File: src/rtl/alu_seq_top.sv
// Sequential ALU front-end: button-loaded operands/opcode, flags,
// valid/busy/err status and bit-serial variable shifts.
module alu_seq_top #(
  parameter int NB_DATA  = 8,
  parameter int NB_OP    = 6,
  parameter int NB_SHAMT = 3
) (
  input  logic               clock,
  input  logic               i_reset,
  input  logic [NB_DATA-1:0] i_sw,
  input  logic               i_btn_a,
  input  logic               i_btn_b,
  input  logic               i_btn_op,
  output logic [NB_DATA-1:0] o_result,
  output logic               o_carry,
  output logic               o_zero,
  output logic               o_overflow,
  output logic               o_valid,
  output logic               o_busy,
  output logic               o_err
);

  localparam logic [NB_OP-1:0] OP_ADD = NB_OP'(6'b100000);
  localparam logic [NB_OP-1:0] OP_SUB = NB_OP'(6'b100010);
  localparam logic [NB_OP-1:0] OP_AND = NB_OP'(6'b100100);
  localparam logic [NB_OP-1:0] OP_OR  = NB_OP'(6'b100101);
  localparam logic [NB_OP-1:0] OP_XOR = NB_OP'(6'b100110);
  localparam logic [NB_OP-1:0] OP_NOR = NB_OP'(6'b100111);
  localparam logic [NB_OP-1:0] OP_SRA = NB_OP'(6'b000011);
  localparam logic [NB_OP-1:0] OP_SRL = NB_OP'(6'b000010);

  localparam int MSB = NB_DATA - 1;

  typedef enum logic [1:0] {
    S_IDLE,
    S_EXEC,
    S_SHIFT
  } state_e;

  state_e              state_q, state_d;
  logic [NB_DATA-1:0]  a_q, a_d;
  logic [NB_DATA-1:0]  b_q, b_d;
  logic [NB_OP-1:0]    op_q, op_d;
  logic [NB_DATA-1:0]  work_q, work_d;
  logic [NB_SHAMT-1:0] cnt_q, cnt_d;
  logic [NB_DATA-1:0]  res_q, res_d;
  logic                carry_q, carry_d;
  logic                zero_q, zero_d;
  logic                ovf_q, ovf_d;
  logic                valid_q, valid_d;
  logic                err_q, err_d;
  logic                btn_a_q, btn_b_q, btn_op_q;

  logic               idle;
  logic               acc_a, acc_b, acc_op;
  logic [NB_OP-1:0]   sw_op;
  logic               op_legal, op_shift;
  logic [NB_DATA:0]   sum_w, dif_w;
  logic [NB_DATA-1:0] alu_res;
  logic               alu_c, alu_v;
  logic [NB_DATA-1:0] shift_nxt;

  assign idle  = (state_q == S_IDLE);
  assign sw_op = i_sw[NB_OP-1:0];

  // Priority A > B > OP; anything seen while busy is dropped.
  assign acc_a  = idle & i_btn_a & ~btn_a_q;
  assign acc_b  = idle & i_btn_b & ~btn_b_q & ~acc_a;
  assign acc_op = idle & i_btn_op & ~btn_op_q
                & ~(i_btn_a & ~btn_a_q)
                & ~(i_btn_b & ~btn_b_q);

  always_comb begin
    op_legal = 1'b1;
    op_shift = 1'b0;
    case (sw_op)
      OP_ADD, OP_SUB, OP_AND,
      OP_OR, OP_XOR, OP_NOR: op_legal = 1'b1;
      OP_SRA, OP_SRL:        op_shift = 1'b1;
      default:               op_legal = 1'b0;
    endcase
  end

  assign sum_w = {1'b0, a_q} + {1'b0, b_q};
  assign dif_w = {1'b0, a_q} - {1'b0, b_q};

  always_comb begin
    alu_res = '0;
    alu_c   = 1'b0;
    alu_v   = 1'b0;
    case (op_q)
      OP_ADD: begin
        alu_res = sum_w[MSB:0];
        alu_c   = sum_w[NB_DATA];
        alu_v   = (a_q[MSB] == b_q[MSB]) & (sum_w[MSB] != a_q[MSB]);
      end
      OP_SUB: begin
        alu_res = dif_w[MSB:0];
        alu_c   = dif_w[NB_DATA];
        alu_v   = (a_q[MSB] != b_q[MSB]) & (dif_w[MSB] != a_q[MSB]);
      end
      OP_AND:  alu_res = a_q & b_q;
      OP_OR:   alu_res = a_q | b_q;
      OP_XOR:  alu_res = a_q ^ b_q;
      OP_NOR:  alu_res = ~(a_q | b_q);
      default: alu_res = '0;
    endcase
  end

  assign shift_nxt = {(op_q == OP_SRA) & work_q[MSB], work_q[MSB:1]};

  always_comb begin
    state_d = state_q;
    a_d     = a_q;
    b_d     = b_q;
    op_d    = op_q;
    work_d  = work_q;
    cnt_d   = cnt_q;
    res_d   = res_q;
    carry_d = carry_q;
    zero_d  = zero_q;
    ovf_d   = ovf_q;
    valid_d = valid_q;
    err_d   = err_q;

    if (acc_a) begin
      a_d     = i_sw;
      valid_d = 1'b0;
      err_d   = 1'b0;
    end
    if (acc_b) begin
      b_d     = i_sw;
      valid_d = 1'b0;
      err_d   = 1'b0;
    end
    if (acc_op) begin
      op_d    = sw_op;
      valid_d = 1'b0;
      err_d   = ~op_legal;
      if (op_shift) begin
        state_d = S_SHIFT;
        work_d  = a_q;
        cnt_d   = b_q[NB_SHAMT-1:0];
      end else if (op_legal) begin
        state_d = S_EXEC;
      end
    end

    case (state_q)
      S_EXEC: begin
        res_d   = alu_res;
        carry_d = alu_c;
        ovf_d   = alu_v;
        zero_d  = (alu_res == '0);
        valid_d = 1'b1;
        state_d = S_IDLE;
      end
      S_SHIFT: begin
        if (cnt_q != '0) begin
          work_d = shift_nxt;
          cnt_d  = cnt_q - NB_SHAMT'(1);
        end else begin
          res_d   = work_q;
          carry_d = 1'b0;
          ovf_d   = 1'b0;
          zero_d  = (work_q == '0);
          valid_d = 1'b1;
          state_d = S_IDLE;
        end
      end
      default: ;
    endcase
  end

  always_ff @(posedge clock or posedge i_reset) begin
    if (i_reset) begin
      state_q  <= S_IDLE;
      a_q      <= '0;
      b_q      <= '0;
      op_q     <= '0;
      work_q   <= '0;
      cnt_q    <= '0;
      res_q    <= '0;
      carry_q  <= 1'b0;
      zero_q   <= 1'b0;
      ovf_q    <= 1'b0;
      valid_q  <= 1'b0;
      err_q    <= 1'b0;
      btn_a_q  <= 1'b0;
      btn_b_q  <= 1'b0;
      btn_op_q <= 1'b0;
    end else begin
      state_q  <= state_d;
      a_q      <= a_d;
      b_q      <= b_d;
      op_q     <= op_d;
      work_q   <= work_d;
      cnt_q    <= cnt_d;
      res_q    <= res_d;
      carry_q  <= carry_d;
      zero_q   <= zero_d;
      ovf_q    <= ovf_d;
      valid_q  <= valid_d;
      err_q    <= err_d;
      btn_a_q  <= i_btn_a;
      btn_b_q  <= i_btn_b;
      btn_op_q <= i_btn_op;
    end
  end

  assign o_result   = res_q;
  assign o_carry    = carry_q;
  assign o_zero     = zero_q;
  assign o_overflow = ovf_q;
  assign o_valid    = valid_q;
  assign o_busy     = ~idle;
  assign o_err      = err_q;

endmodule
File: config.mk
export PLATFORM = sky130hd
export DESIGN_NAME = alu_seq_top
export DESIGN_NICKNAME = d
export VERILOG_FILES = /design/src/rtl/alu_seq_top.sv
export SDC_FILE = /design/constraint.sdc
export NUM_CORES = 1
export LEC_CHECK = 0
export ABC_AREA = 1
export BUFFER_PORTS_ARGS = -buffer_cell sky130_fd_sc_hd__buf_2
export CAP_MARGIN = 10
export CORE_AREA = 10 10 102 104
export CTS_CLUSTER_SIZE = 8
export DETAILED_ROUTE_END_ITERATION = 8
export DIE_AREA = 0 0 112 114
export HOLD_SLACK_MARGIN = 0.12
export PLACE_DENSITY = 0.69
export SLEW_MARGIN = 20
export SYNTH_ARGS = -nofsm -noshare
export SYNTH_HDL_FRONTEND = slang
export SYNTH_SLANG_ARGS = --single-unit
File: constraint.sdc
create_clock -name clock -period 2.4 [get_ports clock]
set_input_delay 0.24 -clock clock [delete_from_list [all_inputs] [get_ports clock]]
set_output_delay 0.24 -clock clock [all_outputs]
set_load 0.02 [all_outputs]
After elaboration in Yosys (flattened, before gate mapping)

Index checks and enable logic that the tools add are counted.

Memories: 0
Register bits: 51
Bits of input ports: 13
Bits in latches: 0
Bits in writable memories: 0
ROM bits: 0
Output and inout port bits: 14

Bitwise gates (word level): 26
$lt $le $gt $ge: 0
Div/mod/pow operators: 0
Shifts and indexed selects: 0
Equal/unequal tests: 22
$add $sub $neg: 3
Multiplexer cells: 33
Reductions and logical operators: 9
Multipliers: 0

Operators by type and width:

| operator                                                              | count |
|---|---|
| 6-bit equality test, second input constant                            | 12 |
| 8-bit one-hot mux with 6 select lines                                 | 1 |
| 8-bit 2-to-1 mux                                                      | 5 |
| 6-bit by 2-bit equality test with 1-bit output, second input constant | 3 |
| 8-bit logical NOT                                                     | 2 |
| 8-bit one-hot mux with 2 select lines                                 | 1 |
| 1-bit AND                                                             | 14 |
| 3-bit 2-to-1 mux                                                      | 4 |
| 1-bit one-hot mux with 2 select lines                                 | 6 |
| 1-bit 2-to-1 mux                                                      | 11 |
| 8-bit by 8-bit adder with 9-bit output                                | 1 |
| 8-bit by 8-bit subtractor with 9-bit output                           | 1 |
| 8-bit AND                                                             | 1 |
| 2-bit 2-to-1 mux                                                      | 4 |
| 1-bit inverter                                                        | 8 |
| 8-bit inverter                                                        | 1 |
| 8-bit OR                                                              | 1 |
| 8-bit OR reduction                                                    | 1 |
| 8-bit XOR                                                             | 1 |
| 3-bit nonzero test                                                    | 2 |
| 2-bit one-hot mux with 2 select lines                                 | 1 |
| 1-bit != test                                                         | 3 |
| 3-bit by 1-bit subtractor with 3-bit output, second input constant    | 1 |
| 2-bit by 1-bit equality test with 1-bit output, second input constant | 1 |
| 7 further kinds                                                       | 7 |

Logic depth before layout (Yosys ltp)

Depth in word-level cells: 9
Gate-level depth with buffers: 16
Depth with buffers taken out: 15

Least setup slack after synthesis

Ideal clock, no wire load.

Path type: reg-to-reg
Start: register a_q[0]
End: register zero_q (netlist: o_zero)
Slack: 0.502 ns
Path buffers: 0
Setup time: 0.073 ns
Arrival time: 1.825 ns
Cell stages (with the launch flop): 15
Cells stage by stage: dfrtp_1 inv_1 ha_1 fa_1 inv_1 nand2_1 nand2_1 nand3_1 nand3_1 nand2_1 nor2_1 nand3_1 nor2_1 nand2_1 a21oi_2

Word-level cells in the longest chain between the ends: 5

RTL lines:

| item                                                                                                | line | source |
|---|---|---|
| from (decl)                                                                                         | 41   | `logic [NB_DATA-1:0] a_q, a_d;` |
| from (signal assigned)                                                                              | 178  | `a_q <= '0;` |
| from (signal assigned)                                                                              | 194  | `a_q <= a_d;` |
| parallel branches: the longest is 2 deep, another holds 8-bit by 8-bit subtractor with 9-bit output | n/a  |  |
| 8-bit one-hot mux with 6 select lines (*)                                                           | 91   | `case (op_q)` |
| 8-bit logical NOT (*)                                                                               | 154  | `zero_d = (alu_res == '0);` |
| 1-bit one-hot mux with 2 select lines (*)                                                           | 149  | `case (state_q)` |
| to (signal assigned)                                                                                | 201  | `zero_q <= zero_d;` |
| to (decl)                                                                                           | 48   | `logic zero_q, zero_d;` |

Mark *: on every way between the ends.
A chain may end at the register's enable or synchronous reset.

Final worst setup path

Start: register state_q[0]
End: register work_q[5]

Word-level cells in the longest chain between the ends: 8

RTL lines:

| item                   | line | source |
|---|---|---|
| from (decl)            | 40   | `state_e state_q, state_d;` |
| from (signal assigned) | 193  | `state_q <= state_d;` |
| 2-bit logical NOT      | 63   | `assign idle = (state_q == S_IDLE);` |
| 1-bit AND (2 in a row) | 69   | `assign acc_op = idle & i_btn_op & ~btn_op_q` |
| 1-bit AND              | 70   | `& ~(i_btn_a & ~btn_a_q)` |
| 1-bit AND              | 71   | `& ~(i_btn_b & ~btn_b_q);` |
| 8-bit 2-to-1 mux       | 136  | `if (acc_op) begin` |
| 8-bit 2-to-1 mux       | 159  | `if (cnt_q != '0) begin` |
| 8-bit 2-to-1 mux (*)   | 149  |  |
| via work_d[5]          | 44   | `logic [NB_DATA-1:0] work_q, work_d;` |
| to (signal assigned)   | 197  | `work_q <= work_d;` |
| to (decl)              | 44   |  |

The timed path passes the listed nets; every way through them passes the cells marked *.

==> parameters.txt <==
Parameter                              Value

Status
  Outcome    complete, no violations

Logic synthesis
  Post-synthesis cell type with the largest combined area    dfrtp_1
  Number of synthesized flops with an enable pin    0
  Average cell area after synthesis    ~7.1 um2
  Register bit count reported by yosys    51
  Register area share after synthesis    35.0%
  Primary flip-flop cell chosen by synthesis mapping    dfrtp_1
  Leading cell types by total area after synthesis    dfrtp_1 (35%), nand2_1 (13%), ha_1 (10%)
  Synth async-reset ratio    100%
  Area of the mapped netlist    ~3600 um2
  Library cells used by synthesis    38
  Instance count of the mapped netlist    511
  Number of warnings printed during yosys synthesis    0
  Post-synth net total    556
  Top-area cell type share of the netlist area    35.0%

Floorplanning
  Die X    112 um
  IO Count    27
  Chip height    114 um
  Initial standard-cell utilization of the core    43.1%
  Placeable core region    8470 um2
  DIE AREA    12800 um2
  Placement row count    34

Pwr
  Leakage power total    2.14 nW
  Net Sw Frac    50.8%
  Maximum resistive drop on vdd    0.000445 V
  Register share of total power    30.8%
  Total net switching power    2.44 mW
  Pwr per Cell Area    1190 nW/um2
  Clock group share of total power    between 10 and 15%
  Logic gate share of total power    between 50 and 60%
  Cell Int Power    2.37 mW

Timing
  Slack of the critical path    0.173 ns
  Final Skew    0.00690 ns
  Fin crit period    about 2.2 ns
  Worst-case headroom to the max-slew limit    between 40% and 50%
  Period utilization    92.8%
  Setup repair after global routing missed its margin    false
  Count of final hold-check violations    0
  Final setup vio count    0
  TNS Setup    0 ns
  Worst slew pin tran    between 0.7 and 0.8 ns
  F_max    0.449 GHz
  Max-slew violation count    0

Critical path
  FF-to-FF path depth    9
  Worst reg2reg path endpoint    work_q[5]$_DFF_PP0_
  Cell at the slowest stage of the critical path    ha_1
  Type of element launching the critical path    flip-flop
  Setup slack of the worst register-to-register path    0.17 ns
  Capturing element type of the critical path    flip-flop
  Cell with the most instances on the worst path    inv_1
  Worst Path Max Fanout    12
  Worst setup path category    flip-flop to flip-flop
  Required arrival time at the worst endpoint    between 2 and 3 ns
  Slowest cell delay on critical path    0.44 ns
  Crit-path cells    inv_1 > ha_1 > inv_1 > nor2_1 > buf_4 > a21oi_1 > o21ai_0 > o21ai_0 > inv_1
  Data arrival time of the critical path    2.48 ns
  Reg-to-reg critical path startpoint    state_q[0]$_DFF_PP0_

Clock tree
  Number of buffers on the longest clock path    2
  Clock sink count    51
  H-tree levels    2
  CTS clock-pin slew for the worst setup and hold paths    0.09 ns
  CTS tree    yes
  CTS Buf Count    5
  Cell at the root of the clock tree    clkbuf_8
  Later-pin clock latency in the skew report    0.31 ns

Cells and area
  Fraction of layout instances using a drive strength above 1    between 10% and 20%
  Commonest non-fill, non-tap cells in the layout    nand2_1 (124), inv_1 (73), dfrtp_1 (51)
  Net count of the finished layout    585
  Area of all placed cells without fillers    4040 um2
  Antenna diodes    0
  Most common cell after layout, fill and taps aside    nand2_1
  Synth-to-Final Area Change    10.8%

Detailed routing
  Post-detailed-route wirelength per cell    between 15 and 20 um
  Total via count in the routed design    between 3000 and 4000
  Final wirelength    just over 10 mm
  Detailed Route Iter0 Violations    230
  DR vias/cell    roughly 5.3
  Antenna-violating nets left    0
  DRC violation count after routing    0
  First-pass detailed-route iteration total    5

Min path
  Hold EP    a_q[6]$_DFFE_PP0P_
  Count of cells along the worst hold path    3
  Worst hold start    i_sw[6]
  Worst min-delay path class    input pin to flip-flop

Placed design
  Pre-CTS WS    0.0614 ns
  Routability-driven placement congestion ratio    0.930
  Cell area reported after detailed placement    3890 um2
  Number of buffers inserted by port buffering    26
  Detail Placement HPWL    8.04 mm

Global routing
  Global-route wire length before repair    between 15 and 20 mm
  Total congestion overflow after global routing    0
  Pin count of the biggest net entering global routing    52
  All-Layer GR Usage    approximately 16%
  Initial antenna violation count    0
  Via count of the first global-routing pass    3332

Job
  Number of maximum-capacitance constraint violations    0
power by group through the flow:
stage	logic, mW	registers, mW	clock network [mW]
floorplan	1.94	1.53	0
global placement	2.73	1.48	0
detailed placement	2.75	1.50	0
CTS	2.76	1.48	0.541
global route	3.19	1.53	0.572
finish	2.80	1.48	0.533
critical path: cells and delay by family (launching register included):
kind	cells	cell delay, ns
adder cells (fa/ha/maj)	1	0.44
AND/OR/NAND/NOR	1	0.24
flip-flops	1	0.40
AO/OA/AOI/OAI	3	0.46
buffers and inverters	4	0.62
cells by family after synthesis:
group                      after synthesis  synth area share, %
DFF                                     51                 35.0
xor gates and xnor gates                 3                0.721
buffers and inverters                   91                 10.0
adders and majority gates               32                 11.4
and+or+nand+nor                        240                 28.9
AOI/OAI and AO/OA                       94                 14.0
sequential cells by signal, indices dropped and copies added, names as in the netlist, 2 cells and up:
register,cells
cnt_q,3
o_result,8
state_q,2
b_q,8
work_q,8
a_q,8
op_q,6
cell type report:
class / instances / area [um2]
Fill cell: 842 / 4430
Multi-Input combinational cell: 369 / 2020
Sequential cell: 51 / 1280
Inverter: 77 / 289
Timing Repair Buffer: 36 / 228
Tap cell: 108 / 135
Clock buffer: 6 / 82.6
Clock inverter: 1 / 8.76
worst max-delay path by stage:
stage	start	end	cells after the start
CTS	state_q[0]$_DFF_PP0_	work_q[5]$_DFF_PP0_	11
finish	state_q[0]$_DFF_PP0_	work_q[5]$_DFF_PP0_	9
global placement	a_q[0]$_DFFE_PP0P_	o_zero$_DFFE_PP0P_	14
detailed placement	state_q[0]$_DFF_PP0_	work_q[5]$_DFF_PP0_	11
global route	a_q[4]$_DFFE_PP0P_	o_zero$_DFFE_PP0P_	12
floorplan	a_q[0]$_DFFE_PP0P_	o_zero$_DFFE_PP0P_	14
repair_timing:
item / 4_1_cts / 5_1_grt
gates resized for setup: 0 / 7
hold endpoints to repair: 54 / 0
buffers inserted: 0 / 0
hold buffers: 4 / 0
endpoints found under the setup margin: 0 / 4
metal layers:
| layer | GRT usage, % | vias up | part of all wire [%] |
|---|---|---|---|
| li1 | - | 1713 | - |
| met1 | 20.2 | 1632 | 46 |
| met2 | 27.4 | 75 | 48 |
| met3 | 2.52 | 11 | 4.1 |
| met4 | 3.55 | 0 | 1.6 |
| met5 | 0 | - | 0 |
cell usage after synthesis, types with 2 or more instances:
cell and count:
ha_1 30, nor2_1 44, fa_1 2, nand2_1 125
inv_1 75, o31ai_1 2, nand3_1 44, xnor2_1 2
buf_6 2, inv_2 2, nand3b_1 7, nor4_1 3
nor3_1 3, o211ai_1 3, nand4_1 6, clkbuf_1 7
dfrtp_1 51, o21ai_0 49, o22ai_1 2, nor2_2 3
buf_2 4, o21ai_1 6, a21oi_1 24
through the flow:
stage	total power [mW]	cells	hold slack, ns	utilization (%)
after floorplan	3.46	511	0.271	-
after global placement	4.21	637	0.307	46.0
after detailed placement	4.25	637	0.308	46.0
after CTS	4.78	648	0.153	47.5
after global routing	5.29	648	0.162	47.7
final	4.81	648	0.150	47.7
Note: power is estimated with default switching activity, not from simulation.
